--- config.mk ---
export PLATFORM = sky130hd
export DESIGN_NAME = seq_divider
export DESIGN_NICKNAME = d
export VERILOG_FILES = /design/src/rtl/seq_divider.sv
export SDC_FILE = /design/constraint.sdc
export NUM_CORES = 1
export LEC_CHECK = 0
export BUFFER_PORTS_ARGS = -buffer_cell sky130_fd_sc_hd__buf_4
export CAP_MARGIN = 20
export CORE_MARGIN = 10
export CORE_UTILIZATION = 45
export DETAILED_ROUTE_END_ITERATION = 7
export MAX_ROUTING_LAYER = met4
export PLACE_DENSITY = 0.74
export SETUP_SLACK_MARGIN = 0.2
export SLEW_MARGIN = 20
export SYNTH_ARGS = -nofsm -noshare
export SYNTH_HDL_FRONTEND = slang
export SYNTH_SLANG_ARGS = --single-unit
export TNS_END_PERCENT = 30
--- constraint.sdc ---
create_clock -name CLK -period 3.1 [get_ports CLK]
set_input_delay 0.31 -clock CLK [delete_from_list [all_inputs] [get_ports CLK]]
set_output_delay 0.31 -clock CLK [all_outputs]
set_load 0.005 [all_outputs]
--- src/rtl/seq_divider.sv ---
// seq_divider: multi-cycle unsigned restoring divider.
// The quotient is resolved one bit per clock, MSB first, and a start/busy/done
// handshake frames each operation. A zero divisor completes after a single
// cycle with quo all-ones, rem zero and dz set.
// Optional macro DIV_SELFCHECK_EN adds a completion check. It verifies that
// quo*divisor + rem matches the dividend and that rem < divisor. Any
// violation latches into err, and err stays set until reset.
module seq_divider #(
    parameter int WIDTH_A = 8,
    parameter int WIDTH_B = 4
) (
    input  logic               CLK,
    input  logic               RST_N,
    input  logic               start,
    input  logic [WIDTH_A-1:0] dividend,
    input  logic [WIDTH_B-1:0] divisor,
    output logic               busy,
    output logic               done,
    output logic [WIDTH_A-1:0] quo,
    output logic [WIDTH_B-1:0] rem,
    output logic               dz,
    output logic               err
);

    localparam int CW = (WIDTH_A > 1) ? $clog2(WIDTH_A) : 1;

    typedef enum logic [1:0] {IDLE, CALC, DONE} state_t;

    state_t             state;
    logic [CW-1:0]      cnt;
    logic [WIDTH_A-1:0] qw;    // dividend bits shift out the top, quotient bits shift in at the bottom
    logic [WIDTH_B:0]   prem;  // partial remainder, one bit wider than the divisor
    logic [WIDTH_B-1:0] dvs;

    logic [WIDTH_B:0]   shifted;
    logic [WIDTH_B:0]   trial;
    logic               fits;
    logic [WIDTH_B:0]   prem_nx;
    logic [WIDTH_A-1:0] qw_nx;

    // One restoring step: shift in the next dividend bit, trial-subtract, keep or restore
    always_comb begin
        shifted = (prem << 1) | {{WIDTH_B{1'b0}}, qw[WIDTH_A-1]};
        fits    = (shifted >= {1'b0, dvs});
        trial   = shifted - {1'b0, dvs};
        prem_nx = fits ? trial : shifted;
        qw_nx   = {qw[WIDTH_A-2:0], fits};
    end

`ifdef DIV_SELFCHECK_EN
    localparam int PW = WIDTH_A + WIDTH_B;

    logic [WIDTH_A-1:0] dvd;
    logic [PW-1:0]      chk_sum;
    logic               chk_bad;

    // Recombine the finishing result against the captured operands
    always_comb begin
        chk_sum = PW'(qw_nx) * PW'(dvs) + PW'(prem_nx[WIDTH_B-1:0]);
        chk_bad = (chk_sum != PW'(dvd)) || (prem_nx[WIDTH_B-1:0] >= dvs);
    end

    // Capture the dividend and latch any check failure (sticky)
    always_ff @(posedge CLK or negedge RST_N) begin
        if (!RST_N) begin
            dvd <= '0;
            err <= 1'b0;
        end else begin
            if (state == IDLE && start)
                dvd <= dividend;
            if (state == CALC && dvs != '0 && cnt == '0 && chk_bad)
                err <= 1'b1;
        end
    end
`else
    assign err = 1'b0;
`endif

    // Control FSM with registered handshake and result outputs
    always_ff @(posedge CLK or negedge RST_N) begin
        if (!RST_N) begin
            state <= IDLE;
            cnt   <= '0;
            qw    <= '0;
            prem  <= '0;
            dvs   <= '0;
            busy  <= 1'b0;
            done  <= 1'b0;
            quo   <= '0;
            rem   <= '0;
            dz    <= 1'b0;
        end else begin
            case (state)
                IDLE: begin
                    if (start) begin
                        state <= CALC;
                        busy  <= 1'b1;
                        qw    <= dividend;
                        dvs   <= divisor;
                        prem  <= '0;
                        cnt   <= CW'(WIDTH_A - 1);
                    end
                end
                CALC: begin
                    if (dvs == '0) begin
                        // Divide by zero: finish right away with the saturated quotient
                        state <= DONE;
                        done  <= 1'b1;
                        quo   <= '1;
                        rem   <= '0;
                        dz    <= 1'b1;
                    end else begin
                        qw   <= qw_nx;
                        prem <= prem_nx;
                        cnt  <= cnt - CW'(1);
                        if (cnt == '0) begin
                            state <= DONE;
                            done  <= 1'b1;
                            quo   <= qw_nx;
                            rem   <= prem_nx[WIDTH_B-1:0];
                            dz    <= 1'b0;
                        end
                    end
                end
                DONE: begin
                    state <= IDLE;
                    busy  <= 1'b0;
                    done  <= 1'b0;
                end
                default: begin
                    state <= IDLE;
                    busy  <= 1'b0;
                    done  <= 1'b0;
                end
            endcase
        end
    end

endmodule

==> results.cfg, run 1 <==
[clock_network]
clockRootBuffer = clkbuf_8
clk_latency_ns = 0.29
htree_levels = 2
cts.clk_slew.worst_paths_ns = 0.07
cts_resized = 0
cts_max_path_buffers = 2
cts_tree = yes
cts_sinks = 36
cts_made_buffers = 5

[drt]
dr_wl_met2_mm = 1.839
vias = 1291
highest_layer = met4
wl_per_cell_um = 14.45
m1WireLength_mm = 1.548
wl_met3_um = 163
drt_iter0_markers = 62
vias_per_cell = 5.185
finalWirelength_mm = 3.599
detail-route-antenna-nets = 0
first_pass_iters = 4
drc = 0

[floorplan]
die_y_um = 81.59
fp-row-count = 22
core_area_um2 = 3661
num_io_pins = 31
die_area_um2 = 6656
die_x_um = 81.59
start_util_pct = 46.62

[worst_hold_path]
hold_path_class = in -> reg
holdPathStages = 3

[placement]
hpwlAfterDp_mm = 2.629
placed_area_um2 = 1948
gp_congestion = 0.8149
placed_cells = 240
dpl_worst_slack_ns = 0.9184
io_buffer_count = 29

[setup_path]
cp-start-kind = flop
arrival_ns = 2.38
crit_family = compound AO/OA/AOI/OAI gates
path_class = reg -> reg
crit_chain = inv_1 > ha_1 > ha_1 > o21ai_0 > clkinv_1 > o22a_2
end_kind = flop
crit_path_max_incr_delay_ns = 0.52
path_depth = 6
crit_slowest_cell = o21ai_0
reg2regPathDepth = 6
path_common_cell = ha_1
worstPathMaxFanout = 9
crit_buf_inv = 2
cp.required_ns = 3.28

[synth]
synth.avg_cell_area_um2 = 10.10
synth_top_cell_area_share_pct = 52.79
synth_area_um2 = 1707
ys_ff_latch = 36
synth_cells = 169
synth_flop_cell = dfrtp_1
synth_area_leader_cell = dfrtp_1
synthesis.nets = 191
synth_common_cells = dfrtp_1, nand2_1, o21ai_0
yosysMostFrequentCell = dfrtp_1
ys.warnings.count = 0
ys_seq_area_share_pct = 52.79
synth_cell_types = 37
synthArstFlopShare_pct = 100.0
synth_edf_count = 0
synthTopCellsByArea = dfrtp_1, nand2_1, o21ai_0

[global_route]
grt_pass1_wl_mm = 6.051
grt_start_max_net_pins = 37
grt_overflow = 0
antenna_found_initial = 0
grt.total_usage_pct = 12.07
grt_pass1_vias = 1353

[power_and_ir_drop]
cellLeakagePower_nw = 0.9389
power_density_nw_per_um2 = 1146
total_power_mw = 2.351
vdd_ir_drop_max_mv = 0.4688

[sta]
finalSetupViolCount = 0
maxSlewHeadroom_pct = 59.28
fmax_mhz = 453.2
slew_viol_final = 0
fin_crit_sh_pct = 71.18
hold_viol_final = 0
setup_slack_ns = 0.8936
setup_tns_ns = 0
min_period_ns = 2.206
rsz0062_at_grt = false
tightestPinTransition_ns = 0.6044
holdWs_ns = 0.2117
clock_skew_ns = 0.004617

[final_layout]
drive_gt1_share_pct = 26.37
final_area_um2 = 2052
multi_input_area_um2 = 716.9
nNetsFinal = 222
stdcell_count = 249
antenna_cells = 0
area_delta_synth_final_pct = 20.23
ff_latch_area_um2 = 900.9
fillers = 340
final_util_pct = 56.05

[run]
drv_cap = 0

[status]
outcome = finished clean
tightest hold or removal path, cell delays in order:
cell and delay (ns):
buf_4 0.08, nand2_1 0.04, nand2_1 0.04
per-layer routing:
metal | GRT usage, % | up-vias
met3 | 3.275 | 4
met1 | 12.95 | 614
met4 | 6.633 | 0
li1 | - | 642
met2 | 19.91 | 31
met5 | - | -
timing repair:
action                                  in CTS  in global routing
buffers inserted                             0                  0
endpoints found under the setup margin       0                  0
hold buffers                                 1                  0
hold endpoints to repair                    36                  0
final timing paths:
kind	from	end	slack, ns
worst max-delay path	cnt[0]	quo[0]	0.89
worst min-delay path	divisor[0]	dvs[0]	0.21
worst max register to register	cnt[0]	quo[0]	0.89
worst min register to register	cnt[0]	cnt[0]	0.48
max in group asynchronous	RST_N	rem[3]	2.28
min in group asynchronous	RST_N	quo[2]	0.51
placed cells by master, fill, tap and decap left out, types with 2 or more instances in the layout:
master    Yosys  routed
nor2_1       14      14
a21oi_1       3       3
o22a_2        8       8
o21ai_0      18      18
inv_1        11      11
ha_1          6       6
nand2b_1      3       3
buf_4         2      30
clkbuf_8      0       6
a31oi_1       8       8
dfrtp_1      36      36
mux2i_1       2       2
nand2_1      31      31
sequential cells by signal, indices dropped and copies added, names as in the netlist, 2 cells and up:
name,flops
quo,8
dvs,4
state,2
prem,4
qw,8
rem,4
cnt,3
report_power, final:
| group | internal [mW] | switching (mW) | total (mW) |
|---|---|---|---|
| combinational | 0.507 | 0.655 | 1.16 |
| clock | 0.180 | 0.164 | 0.345 |
| sequential | 0.687 | 0.156 | 0.843 |
| total | 1.37 | 0.976 | 2.35 |
cell families (layout without fill, tap and decap cells):
family | Yosys count | count (layout) | share of synthesized area [%]
and+or+nand+nor | 56 | 56 | 15.25
AOI/OAI and AO/OA | 46 | 46 | 18.62
DFF | 36 | 36 | 52.79
buffers and inverters | 19 | 51 | 5.205
adders and majority gates | 7 | 7 | 5.572
muxes | 3 | 3 | 1.833
other | 1 | 1 | 0.2197
xor gates and xnor gates | 1 | 1 | 0.5133
cell type report:
class                   instances  area share [%]
clock buffers                   7           4.207
clock inverters                 1          0.3659
multi-input cells             114           34.94
repair buffers                 31           11.46
inverters                      12           2.195
flip-flops and latches         36           43.90
well taps                      48           2.927
Power figures use the tool's default switching activity.
==> run 2: changes to the inputs <==
clock period = 2.25 ns   (was 3.1 ns; I/O delays follow)
==> run 2 against run 1 <==
  * Combinational power grew 49%
  * Clock skew decreased by 0.00062 ns
  * Utilization is 1.9 points higher
  * Worst hold slack got worse by 0.076 ns
  * Die area unchanged
  * Cell count grew 2.8%
  * Critical path type unchanged
  * Total power increased by 47%
  * Flip-flop and latch count did not move
  * Non-clock buffer count up 7
  * Critical path depth increased by 1
  * Sequential power grew 38%
==> results.cfg, run 2 (synthesis gave the netlist of run 1 again) <==
[clock_network]
htree_levels = 2
cts_tree = yes
cts_sinks = 36
clockRootBuffer = clkbuf_8
cts_made_buffers = 5
cts_max_path_buffers = 2
cts.clk_slew.worst_paths_ns = 0.08
clk_latency_ns = 0.29
cts_resized = 0

[setup_path]
cp.required_ns = 2.42
worstPathMaxFanout = 3
cp-start-kind = flop
end_kind = flop
arrival_ns = 2.07
path_class = reg -> reg

[global_route]
grt_pass1_wl_mm = 6.016
grt_pass1_vias = 1298
grt_start_max_net_pins = 37
grt_overflow = 0
antenna_found_initial = 0
grt.total_usage_pct = 12.14

[drt]
vias_per_cell = 5.227
detail-route-antenna-nets = 0
drc = 0
wl_per_cell_um = 14.67
vias = 1338
drt_iter0_markers = 68
first_pass_iters = 4
finalWirelength_mm = 3.756

[sta]
rsz0062_at_grt = false
hold_viol_final = 0
setup_slack_ns = 0.3460
fmax_mhz = 525.2
slew_viol_final = 0
min_period_ns = 1.904
setup_tns_ns = 0
fin_crit_sh_pct = 84.62
finalSetupViolCount = 0
clock_skew_ns = 0.003994
holdWs_ns = 0.1357

[placement]
dpl_worst_slack_ns = 0.3913
gp_congestion = 0.8269
io_buffer_count = 29
hpwlAfterDp_mm = 2.736

[final_layout]
layout.cells.most_common = buf_4
drive_gt1_share_pct = 29.33
area_delta_synth_final_pct = 24.34
antenna_cells = 0
reg_top3 = quo: 8 flops, qw: 8 flops
final_cell_mix = buf_4, dfrtp_1, nand2_1
nNetsFinal = 229

[floorplan]
num_io_pins = 31
die_x_um = 81.59
start_util_pct = 46.62
die_area_um2 = 6656
die_y_um = 81.59
fp-row-count = 22
core_area_um2 = 3661

[power_and_ir_drop]
vdd_ir_drop_max_mv = 0.6184
cellLeakagePower_nw = 0.9816
power_density_nw_per_um2 = 1634

[run]
drv_cap = 0

[worst_hold_path]
hold_path_class = in -> reg

[status]
outcome = finished clean
## run 2: cell types whose count changed in the layout (fill, tap and decap cells not counted), sizes merged
cell / delta
clkbuf: -2
buf: +7
clkinv: +1
bufinv: +1
## run 2: layout make-up
cell class / instances / area, um^2
fillers: 330 / 1539
flip-flops and latches: 36 / 900.9
multi-input cells: 114 / 716.9
repair buffers: 38 / 287.8
clock buffers: 5 / 68.82
well taps: 48 / 60.06
inverters: 12 / 45.04
clock inverters: 3 / 42.54
## run 2: power by group
group / leakage, nW / internal (mW) / switching [mW]
Clock: 0.0541 / 0.328 / 0.245
Sequential: 0.409 / 0.946 / 0.213
Combinational: 0.518 / 0.799 / 0.935
Total: 0.982 / 2.07 / 1.39
## run 2: critical path, stage by stage (launching register included)
cell and delay (ns):
dfrtp_1 0.43, ha_1 0.30, nand2b_1 0.16, a211oi_2 0.32, o21ai_2 0.11, buf_4 0.17, mux2i_1 0.18, o21ai_0 0.10
## run 2: path summary, 6_finish.rpt
kind	end	cells after the start	from	slack [ns]
setup / recovery	prem[1]	7	dvs[0]	0.35
hold / removal	dvs[0]	3	divisor[0]	0.14
setup reg to reg	prem[1]	7	dvs[0]	0.35
hold reg to reg	cnt[0]	1	cnt[0]	0.48
max in group asynchronous	dvs[2]	2	RST_N	1.52
min in group asynchronous	quo[2]	2	RST_N	0.41
## run 2: per-stage QoR
step	util [%]	instances	cell area [um^2]	power, mW
after floorplan	-	169	1707	2.329
after global placement	54.24	245	1986	2.808
after detailed placement	54.24	245	1986	2.853
after CTS	57.55	254	2107	3.436
after global routing	57.96	256	2122	3.754
final	57.96	256	2122	3.467
## run 2: metal layers
metal	GRT usage, %	share of wire (%)	up-vias
met5	-	0	-
met4	5.612	1.7	0
met3	3.930	3.7	5
met2	19.19	50	22
met1	13.73	44	650
li1	-	-	661
## run 2: what timing repair did
item | CTS | global route
hold buffers | 1 | 0
setup buffers | 0 | 2
setup endpoints to repair | 0 | 1
endpoints found under the hold margin | 36 | 0
==> run 3: changes to the inputs <==
PLACE_DENSITY = 0.76   (was 0.74)
clock period = 1.5 ns   (was 2.25 ns; I/O delays follow)
==> run 3 against run 2 <==
  * Largest cell class unchanged
  * Setup slack worse by 0.69 ns
  * Register-to-register slack worse by 0.69 ns
  * The run now ends with setup timing left
  * Utilization up 7.1 points
  * Routed wire length up 11%
  * First-iteration DRC count down 28%
  * Critical path depth up 1
  * Global-route usage up 1.6 points
  * Sequential share of layout area down 4.6 points
  * Clock skew up 0.0031 ns
  * Clock power up 31%
  * Flip-flop and latch count unchanged
  * Combinational power up 110%
  * Critical endpoint is now rem[3]
==> results.cfg, run 3 (synthesis gave the netlist of run 1 again) <==
[status]
outcome = finished with violations
violations = setup timing

[setup_path]
path_class = reg -> reg
r2r-end = rem[3]
end_kind = flop
crit_slowest_cell = dfrtp_1
cp.required_ns = 1.67
reg2regPathDepth = 8
crit_chain = inv_2 > ha_4 > nand2b_4 > a211oi_4 > buf_4 > o211ai_1 > o31ai_2 > a221o_2
worst_r2r_startpoint = qw[7]
arrival_ns = 2.01
cp-start-kind = flop
crit_family = compound AO/OA/AOI/OAI gates
crit_path_max_incr_delay_ns = 0.37
ff2ff_setup_slack_ns = -0.34
worstPathMaxFanout = 3
crit_buf_inv = 2

[sta]
clock_skew_ns = 0.007101
fmax_mhz = 543.0
min_period_ns = 1.842
fin_crit_sh_pct = 122.8
finalSetupViolCount = 13
hold_viol_final = 0
rsz0062_at_grt = true
setup_slack_ns = -0.3418
slew_viol_final = 0

[clock_network]
cts_max_path_buffers = 2
cts.clk_slew.worst_paths_ns = 0.07
clk_latency_ns = 0.29
cts_made_buffers = 5
cts_sinks = 36
htree_levels = 2
cts_tree = yes
clockRootBuffer = clkbuf_8

[power_and_ir_drop]
swShare_pct = 40.96
cellLeakagePower_nw = 1.085
total_power_mw = 6.173
vdd_ir_drop_max_mv = 1.247
clkPwrFrac_pct = 12.1
power.switching_mw = 2.528
power_density_nw_per_um2 = 2593
p_int_mw = 3.645
pwr-share-seq_pct = 27.9
comb_power_share_pct = 60.0

[worst_hold_path]
worstHoldEndpoint = dvs[1]
hp-start = divisor[1]
hold_path_class = in -> reg
holdPathStages = 3

[placement]
hpwlAfterDp_mm = 2.954
dpl_worst_slack_ns = -0.2757
io_buffer_count = 29
gp_congestion = 0.9095
placed_cells = 261

[drt]
drt_iter0_markers = 49
finalWirelength_mm = 4.151
drc = 0
wl_per_cell_um = 15.37
vias_per_cell = 5.278
detail-route-antenna-nets = 0
first_pass_iters = 4
vias = 1425

[global_route]
grt_pass1_vias = 1470
grt_overflow = 0
grt_start_max_net_pins = 37
grt.total_usage_pct = 13.70
antenna_found_initial = 0
grt_pass1_wl_mm = 6.982

[final_layout]
stdcell_count = 270
final_cell_mix = buf_4, dfrtp_1, nand2_1
area_delta_synth_final_pct = 39.52
drive_gt1_share_pct = 43.24
nNetsFinal = 244
reg_top3 = quo: 8 flops, qw: 8 flops
layout.cells.most_common = buf_4
antenna_cells = 0

[floorplan]
die_x_um = 81.59
die_y_um = 81.59
fp-row-count = 22
num_io_pins = 31
core_area_um2 = 3661
start_util_pct = 46.62
die_area_um2 = 6656

[run]
drv_cap = 0
==> run 3: cell count changes in the layout (fill, tap and decap cells not counted), sizes merged <==
cell | previous run | this run
buf | 37 | 52
clkinv | 2 | 1
clkbuf | 5 | 7
clkinvlp | 1 | 0
bufinv | 1 | 0
==> run 3: power by group through the flow <==
stage	clock network (mW)	registers, mW	logic, mW
6_report	0.748	1.72	3.70
5_1_grt	0.787	1.79	4.05
4_1_cts	0.752	1.72	3.35
3_5_place_dp	0	1.72	3.07
3_3_place_gp	0	1.72	2.99
2_1_floorplan	0	1.71	1.94
==> run 3: through the flow <==
| stage | instance area, um^2 | setup TNS, ns | utilization, % | hold WS [ns] |
|---|---|---|---|---|
| detailed placement | 2145 | -3.212 | 58.58 | 0.1315 |
| global placement | 2145 | -2.436 | 58.58 | 0.1367 |
| CTS | 2308 | -2.151 | 63.06 | 0.06910 |
| global route | 2381 | -4.568 | 65.04 | 0.07329 |
| floorplan | 1745 | -1.243 | - | -0.1456 |
| finish | 2381 | -2.649 | 65.04 | 0.06881 |
==> run 3: area by class of cell <==
class                   count  area, um^2
clock buffers               7       96.34
inverters                  12       50.05
multi-input cells         114       862.1
fillers                   287        1280
repair buffers             53       411.6
well taps                  48       60.06
flip-flops and latches     36       900.9
==> run 3: worst max-delay path by stage <==
stage          cells after the start   start  slack [ns]  endpoint
2_1_floorplan                      6  dvs[0]       -0.18   prem[0]
3_3_place_gp                       6  dvs[2]       -0.23    rem[0]
3_5_place_dp                       7   qw[7]       -0.28    rem[0]
4_1_cts                            8   qw[7]       -0.26    rem[3]
5_1_grt                            8   qw[7]       -0.39    rem[3]
6_report                           8   qw[7]       -0.34    rem[3]
==> run 3: what timing repair did <==
action                     CTS  global route
resized for setup           14            20
setup endpoints to repair   29            31
setup buffers                1             0
hold endpoints to repair    36             0
pin swaps                    1            11
hold buffers                 1             0
==> run 3: tightest hold or removal path, delay by kind of cell <==
kind	cells	cell delay, ns
buffers and inverters	1	0.08
and+or+nand+nor	1	0.04
AOI/OAI and AO/OA	1	0.06
==> run 3: metal layers <==
| metal | vias to the layer above | track usage (%) | part of all wire (%) |
|---|---|---|---|
| met2 | 33 | 22.20 | 50 |
| met5 | - | - | 0 |
| met4 | 0 | 3.912 | 1.7 |
| met3 | 8 | 3.821 | 3.9 |
| met1 | 699 | 16.37 | 45 |
| li1 | 685 | - | - |
